## config.mk

```make
export PLATFORM = sky130hd
export DESIGN_NAME = rayee_demo_flat
export DESIGN_NICKNAME = d
export VERILOG_FILES = /design/src/rtl/rayee_if.sv /design/src/rtl/rayee_demo.sv /design/src/flat_wrapper.sv
export SDC_FILE = /design/constraint.sdc
export NUM_CORES = 1
export LEC_CHECK = 0
export ABC_AREA = 1
export BUFFER_PORTS_ARGS = -buffer_cell sky130_fd_sc_hd__clkbuf_2
export CORE_MARGIN = 3
export CORE_UTILIZATION = 50
export CTS_CLUSTER_DIAMETER = 30
export CTS_CLUSTER_SIZE = 24
export DETAILED_ROUTE_END_ITERATION = 12
export PLACE_DENSITY = 0.79
export SYNTH_ARGS = -nofsm -noshare
export SYNTH_HDL_FRONTEND = slang
export SYNTH_SLANG_ARGS = --single-unit
```

## constraint.sdc

```tcl
create_clock -name clk -period 1.95 [get_ports clk]
set_input_delay 0.585 -clock clk [delete_from_list [all_inputs] [get_ports clk]]
set_output_delay 0.585 -clock clk [all_outputs]
set_load 0.05 [all_outputs]
```

## src/rtl/rayee_if.sv

```systemverilog
// Pad-ring bundle for the rayee_demo tile: enable, dedicated inputs, bidirectional data bus.
interface rayee_if;
  logic       ena;
  logic [7:0] ui_in;
  logic [7:0] uio_in;
  logic [7:0] uo_out;
  logic [7:0] uio_out;
  logic [7:0] uio_oe;

  modport master (
    output ena, ui_in, uio_in,
    input  uo_out, uio_out, uio_oe
  );

  modport slave (
    input  ena, ui_in, uio_in,
    output uo_out, uio_out, uio_oe
  );
endinterface

```

## src/rtl/rayee_demo.sv

```systemverilog
// 8-bit demo engine (counter / LFSR / PWM / load) with a shared power-of-two prescaler.
// Optional status outputs on uio[7:6] are enabled by defining RAYEE_STATUS_EN.
module rayee_demo #(
  parameter int PRESCALE_W = 16
) (
  input logic    clk,
  input logic    rst_n,
  rayee_if.slave bus
);

  localparam logic [1:0] MODE_CNT  = 2'b00;
  localparam logic [1:0] MODE_LFSR = 2'b01;
  localparam logic [1:0] MODE_PWM  = 2'b10;
  localparam logic [1:0] MODE_LOAD = 2'b11;

  // Taps 8,6,5,4; an all-zero register is forced back to 0x01.
  function automatic logic [7:0] lfsr_next(input logic [7:0] s);
    if (s == 8'h00) return 8'h01;
    return {s[6:0], s[7] ^ s[5] ^ s[4] ^ s[3]};
  endfunction

  function automatic logic [7:0] pwm_byte(input logic [7:0] phase, input logic [7:0] duty);
    return {7'b0, (phase < duty)};
  endfunction

  logic [1:0]            mode;
  logic [3:0]            p;
  logic                  en;
  logic                  tick;
  logic [7:0]            data;
  logic [PRESCALE_W-1:0] mask;
  logic [PRESCALE_W-1:0] prescaler;
  logic [7:0]            cnt;
  logic [7:0]            lfsr;
  logic [7:0]            pwm_cnt;
  logic [7:0]            out_mux;
  logic [7:0]            uo_p1;

  assign mode = bus.ui_in[1:0];
  assign p    = bus.ui_in[7:4];
  assign en   = bus.ena & bus.ui_in[2];

`ifdef RAYEE_STATUS_EN
  assign data = {2'b00, bus.uio_in[5:0]};
  logic unused_in;
  assign unused_in = ^{bus.ui_in[3], bus.uio_in[7:6]};
`else
  assign data = bus.uio_in;
  logic unused_in;
  assign unused_in = bus.ui_in[3];
`endif

  // With p = 0 the mask is empty, so every enabled cycle ticks.
  always_comb begin
    mask = (PRESCALE_W'(1) << p) - PRESCALE_W'(1);
    tick = en & ((prescaler & mask) == mask);
  end

  always_comb begin
    out_mux = cnt;
    case (mode)
      MODE_LFSR: out_mux = lfsr;
      MODE_PWM:  out_mux = pwm_byte(pwm_cnt, data);
      default:   out_mux = cnt;
    endcase
  end

  // Stage p0 -> p1: state update and output register share the same edge.
  always_ff @(posedge clk or negedge rst_n) begin
    if (!rst_n) begin
      prescaler <= '0;
      cnt       <= 8'h00;
      lfsr      <= 8'h01;
      pwm_cnt   <= 8'h00;
      uo_p1     <= 8'h00;
    end else begin
      if (en) prescaler <= prescaler + PRESCALE_W'(1);
      case (mode)
        MODE_CNT:  if (tick) cnt     <= cnt + 8'd1;
        MODE_LFSR: if (tick) lfsr    <= lfsr_next(lfsr);
        MODE_PWM:  if (tick) pwm_cnt <= pwm_cnt + 8'd1;
        MODE_LOAD: if (en)   cnt     <= data;
        default: ;
      endcase
      uo_p1 <= out_mux;
    end
  end

  assign bus.uo_out = uo_p1;

`ifdef RAYEE_STATUS_EN
  logic tick_p1;
  logic vld_p1;

  always_ff @(posedge clk or negedge rst_n) begin
    if (!rst_n) begin
      tick_p1 <= 1'b0;
      vld_p1  <= 1'b0;
    end else begin
      tick_p1 <= tick;
      vld_p1  <= en;
    end
  end

  assign bus.uio_out = {tick_p1, vld_p1, 6'b0};
  assign bus.uio_oe  = 8'hC0;
`else
  assign bus.uio_out = 8'h00;
  assign bus.uio_oe  = 8'h00;
`endif

endmodule

```

## src/flat_wrapper.sv

```systemverilog
// flat-port wrapper written by rule: the top's interface ports become plain ports
module rayee_demo_flat 
#(
  parameter int PRESCALE_W = 16
)
  (clk, rst_n, bus_ena, bus_ui_in, bus_uio_in, bus_uo_out, bus_uio_out, bus_uio_oe);
  rayee_if bus_i ();
  input logic clk;
  input logic rst_n;
  input wire logic [$bits(bus_i.ena)-1:0] bus_ena;
  input wire logic [$bits(bus_i.ui_in)-1:0] bus_ui_in;
  input wire logic [$bits(bus_i.uio_in)-1:0] bus_uio_in;
  output wire logic [$bits(bus_i.uo_out)-1:0] bus_uo_out;
  output wire logic [$bits(bus_i.uio_out)-1:0] bus_uio_out;
  output wire logic [$bits(bus_i.uio_oe)-1:0] bus_uio_oe;
  assign bus_i.ena = bus_ena;
  assign bus_i.ui_in = bus_ui_in;
  assign bus_i.uio_in = bus_uio_in;
  assign bus_uo_out = bus_i.uo_out;
  assign bus_uio_out = bus_i.uio_out;
  assign bus_uio_oe = bus_i.uio_oe;
  rayee_demo #(.PRESCALE_W(PRESCALE_W)) u_core (.clk(clk), .rst_n(rst_n), .bus(bus_i));
endmodule
```

Yosys cells after proc, flatten, opt, wreduce, memory -nomap -nowiden
Cells that the tools add are included.
- $add $sub $neg: 4
- bitwise gates (word level): 6
- magnitude comparators: 1
- shifts and indexed selects: 1
- multiplexer cells: 9
- equality and inequality tests: 6
- reduce and logical (&&, ||, !) cells: 6
- operators with widths (kind ; count):
    8-bit 2-to-1 mux ; 4
    8-bit one-hot mux with 2 select lines ; 2
    16-bit by 1-bit adder with 16-bit output (second input constant) ; 1
    8-bit by 1-bit adder with 8-bit output (second input constant) ; 2
    16-bit AND ; 1
    16-bit equality test ; 1
    1-bit by 4-bit left shift with 16-bit output (first input constant) ; 1
    16-bit by 2-bit subtractor with 16-bit output (second input constant) ; 1
    8-bit zero test ; 1
    8-bit less-than comparator ; 1
    2-bit equality test (second input constant) ; 2
    2-bit by 1-bit != test with 1-bit output (second input constant) ; 2
    2-bit AND reduction ; 2
    1-bit 2-to-1 mux ; 3
    3-bit AND reduction ; 1
    1-bit XOR ; 3
    1-bit AND ; 2
    2-bit by 1-bit equality test with 1-bit output (second input constant) ; 1
    2-bit zero test ; 1
    2-bit nonzero test ; 1
- output and inout bits: 24
- register bits: 48
- input port bits: 19

Logic depth before layout (Yosys ltp)
- depth after elaboration: 8
- depth in mapped cells: 15
- gate-level depth less buffers: 14

Worst setup path after synthesis
OpenSTA, ideal clock, no wires.
- path type: in2reg
- start point: input port bus_ui_in[7]
- end point: register u_core.pwm_cnt[2]
- cell stages on the path: 14
- buffers on the path: 2
- path slack: -0.305 ns
- data arrival time: 2.133 ns
- setup time: 0.122 ns
- required time: 1.828 ns
- path through: buf_6 -> nor2_8 -> nand2_1 -> ha_1 -> nor2_1 -> nor3_1 -> nand3_1 -> a21oi_2 -> nand2_2 -> nor2_4 -> nand2_2 -> buf_6 -> nand2_1 -> o21ai_2
- longest elaborated chain between the ends: 6
- ends and longest elaborated chain (element ; line ; source):
    start: declaration ; flat_wrapper.sv:11 ; input wire logic [$bits(bus_i.ui_in)-1:0] bus_ui_in;
    1-bit by 4-bit left shift with 16-bit output (*) ; rayee_demo.sv:55 ; mask = (PRESCALE_W'(1) << p) - PRESCALE_W'(1);
    16-bit by 2-bit subtractor with 16-bit output (*) ; rayee_demo.sv:55 ;
    16-bit AND ; rayee_demo.sv:56 ; tick = en & ((prescaler & mask) == mask);
    16-bit equality test (*) ; rayee_demo.sv:56 ;
    1-bit AND (*) ; rayee_demo.sv:56 ;
    2-bit AND reduction (no line) (*) ; n/a ;
    end signal: assignment ; rayee_demo.sv:81 ; MODE_PWM: if (tick) pwm_cnt <= pwm_cnt + 8'd1;
    end: declaration ; rayee_demo.sv:35 ; logic [7:0] pwm_cnt;
Mark *: on every way between the ends. The rest lies on a longest branch, timed or not.
A chain may end at the register's enable or synchronous reset.

Final worst setup path
- start point: input port bus_ui_in[5]
- end point: register u_core.cnt[0]
- longest elaborated chain between the ends: 7
- ends and longest elaborated chain (element ; line ; source):
    1-bit by 4-bit left shift with 16-bit output (*) ; rayee_demo.sv:55 ;
    16-bit by 2-bit subtractor with 16-bit output (*) ; rayee_demo.sv:55 ;
    16-bit AND ; rayee_demo.sv:56 ;
    16-bit equality test (*) ; rayee_demo.sv:56 ;
    1-bit AND (*) ; rayee_demo.sv:56 ;
    2-bit by 1-bit != test with 1-bit output (no line) (*) ; n/a ;
    3-bit AND reduction (no line) (*) ; n/a ;
    end signal: assignment ; rayee_demo.sv:79 ; MODE_CNT: if (tick) cnt <= cnt + 8'd1;
    end signal: assignment ; rayee_demo.sv:82 ; MODE_LOAD: if (en) cnt <= data;
    end: declaration ; rayee_demo.sv:33 ; logic [7:0] cnt;
Marked as above.

==> flow_summary.json <==
{
  "finalWirelength_um": 7200,
  "part_of_the_total_power_dissipated_in_the_clock_network_pct": 22.0,
  "synthesis.area_um2": 3060,
  "pin_count": 43,
  "netlist_top_cells_area": "dfrtp_1 38%, nand2_1 13%, ha_1 6.1%",
  "cp.arrival_ns": 2.24,
  "flow.area_growth_from_synthesis_pct": 20.9,
  "power_density_nw_per_um2": 799,
  "count_of_buffers_inserted_at_the_top_level_ports": 25,
  "grt_start_max_net_pins": 25,
  "grt_setup_unrepaired": "true",
  "fmax_achieved_mhz": 489,
  "ctsRootBufferMaster": "clkbuf_8",
  "synth-warning-count": 0,
  "tot_gr_track_use_pct": 21.1,
  "tritoncts_clock_tree": "built",
  "synth_most_common_cell": "nand2_1",
  "layout.nets": 473,
  "post_synth_inst_count": 380,
  "antenna_cells": 0,
  "synth_ff_type": "dfrtp_1",
  "firstDrtPassIters": 4,
  "setup_viol": 21,
  "timing.final.max_slew_violations": 0,
  "path_buf_inv": 2,
  "worst_skew_pair.late_latency_ns": 0.30,
  "fin_worst_skew_ns": 0.00616,
  "dr_total_vias": 2676,
  "dpl_worst_slack_ns": -0.418,
  "yosysTopAreaCellShare_pct": 37.7,
  "postSynthAreaPerCell_um2": 8.04,
  "crit_path_cell_trace": "buf_2 -> nor2_4 -> nand2_2 -> ha_4 -> nor2_2 -> nor3_1 -> nand3_1 -> a21oi_2 -> nand2_2 -> buf_6 -> o21bai_4 -> nand2_4 -> nand2_1 -> nand2_1",
  "remaining_drc_errors": 0,
  "status": "complete, but fails checks",
  "number_of_global_route_vias_before_repair": 2740,
  "worst-r2r-cell-count": 10,
  "rows": 27,
  "die-width_um": 84.2,
  "power.share.switching_pct": 38.8,
  "cap_violations": 0,
  "critPathMaxStageDelay_ns": 0.27,
  "ant_nets": 0,
  "postSynth.asyncResetShare_pct": 100,
  "worst_r2r_startpoint": "u_core.prescaler[1]",
  "power.share.sequential_pct": 44.7,
  "reg_to_reg_setup_timing_slack_ns": 0.20,
  "startpoint": "bus_ui_in[5]",
  "fillers": 455,
  "timing.rr.end": "u_core.prescaler[12]",
  "number_of_clock_buffers_inserted_by_tritoncts": 5,
  "worstSetupStartpointType": "primary input",
  "route.detailed.wl_per_inst_um": 14.1,
  "first_pass_grt_wire_length_um": 12100,
  "ys_ff_latch": 47,
  "yosys.cell_types.count": 34,
  "clock_path_buffers": 2,
  "violations": "negative setup slack",
  "net_switching_uw": 1150,
  "path_delay_family": "simple AND/OR/NAND/NOR gates",
  "top_cells_by_instance_count_after_synthesis": "102 x nand2_1, 47 x inv_1, 46 x dfrtp_1, 29 x nand3_1, 19 x nor2_1",
  "number_of_h_tree_levels": 2,
  "layout_min_cycle_time_ns": 2.05,
  "combPwrFrac_pct": 33.3,
  "placedInstanceArea_um2": 3420,
  "power_leakage_uw": 0.00191,
  "detailed_place_hpwl_um": 5400,
  "cts.sink_count": 47,
  "min_period_over_period_pct": 105,
  "design.die.area_um2": 7090,
  "synth_top_area_cell": "dfrtp_1",
  "report.final.hold_viol_count": 0,
  "tightest_slew_ns": 0.610,
  "layout-drive-gt1-share_pct": 27.7,
  "timing.max_slew.rel_slack_pct": 59.3,
  "synth_sequential_area_ratio_pct": 38.5,
  "die_height_um": 84.2,
  "finalWorstSetupSlack_ns": -0.0964,
  "placeableCoreArea_um2": 5710,
  "end_kind": "flop",
  "post_drt_via_cell_ratio": 5.23,
  "worstHoldPathType": "in -> async",
  "ir_drop_mv": 0.645,
  "gr-total-overflow": 0,
  "initial_antenna_violation_count": 0,
  "postLayoutCoreUtil_pct": 64.7,
  "crit_type": "in -> reg",
  "initial_cell_density_of_the_core_pct": 53.5,
  "critical-path-slowest-cell": "ha_4",
  "intPower_uw": 1800,
  "critical_path_required_ns": 2.15,
  "fin_area_um2": 3700,
  "gp_routability_congestion": 0.880,
  "synth_enable_flop_cells": 0,
  "drt-initial-drc-count": 133,
  "worst-path-max-fanout": 8,
  "cts.reportedPaths.clkPinSlew_ns": 0.09,
  "total_power_uw": 2950
}
[worst max path at each step]
| stage | to | slack, ns | cells past startpoint |
|---|---|---|---|
| after floorplan | u_core.pwm_cnt[2] | -0.28 | 14 |
| after global placement | u_core.cnt[5] | -0.41 | 14 |
| after detailed placement | u_core.cnt[2] | -0.42 | 14 |
| after CTS | u_core.cnt[5] | -0.09 | 14 |
| after global routing | u_core.cnt[5] | -0.21 | 14 |
| final | u_core.cnt[0] | -0.1 | 14 |
[cells by family (layout without fill, tap and decap cells)]
kind of cell,after synthesis,in the layout,synth area share (%)
compound gates,42,42,9.33
xor+xnor,27,27,7.74
fa+ha+maj,15,15,6.14
buf+inv,75,119,12.5
flops,47,47,38.5
other cells,1,16,0.123
simple gates,173,174,25.7
[through the flow]
| step | setup TNS, ns | std cells | hold WS (ns) |
|---|---|---|---|
| 2_1_floorplan | -5.87 | 395 | 0.289 |
| 5_1_grt | -3.54 | 512 | 0.303 |
| 4_1_cts | -0.908 | 509 | 0.292 |
| 3_5_place_dp | -9.38 | 500 | 0.460 |
| 6_report | -1.35 | 512 | 0.278 |
| 3_3_place_gp | -9.12 | 500 | 0.450 |
[timing repair]
| action | 4_1_cts | 5_1_grt |
|---|---|---|
| pin swaps | 7 | 7 |
| resized for setup | 19 | 22 |
| cloned | 1 | 0 |
| setup buffers | 0 | 3 |
| hold buffers | 0 | 0 |
| endpoints found under the setup margin | 23 | 24 |
[cell usage in the layout (no fill, tap or decap), types with 2 or more instances in the layout]
master and n:
nor3_1 4, a21oi_2 2, nor2_2 2, dfrtp_1 46
buf_4 29, nand2_4 12, inv_1 46, conb_1 16
nor3_2 2, xnor2_1 9, ha_1 14, xor2_1 18
nand3_1 28, nand2_2 13, nand4_1 4, o21ai_0 8
clkbuf_8 7, a21oi_1 9, o22ai_1 8, o21ai_2 10
inv_4 2, nor2_4 3, nand2_1 85, nor2_1 18
clkbuf_2 21, buf_6 7, inv_2 3
[cell type report]
class	instances	area, um^2	area share (%)
clock buffers	8	100	2.71
inverters	51	196	5.31
multi-input cells	274	1690	45.7
flip-flops and latches	47	1180	31.9
well taps	72	90.1	2.44
repair buffers	60	442	11.9
[power groups by stage]
stage | clock, uW | sequential, uW | combinational (uW)
after floorplan | 0 | 1420 | 601
after global placement | 0 | 1320 | 900
after detailed placement | 0 | 1330 | 943
after CTS | 658 | 1310 | 957
after global routing | 700 | 1350 | 1090
final | 649 | 1320 | 982
[layer usage]
layer	track usage, %	vias up	part of all wire, %
met5	0	-	0
met4	10.8	0	3.6
met3	4.22	27	4.7
met2	36.7	88	52
met1	24.5	1272	40
li1	-	1289	-
[flip-flops by register name, indices dropped and copies added (netlist names)]
register,count
u_core.cnt,8
u_core.pwm_cnt,8
u_core.bus.uo_out,8
u_core.prescaler,15
u_core.lfsr,8
No activity file was read; power rests on OpenSTA's default activity.
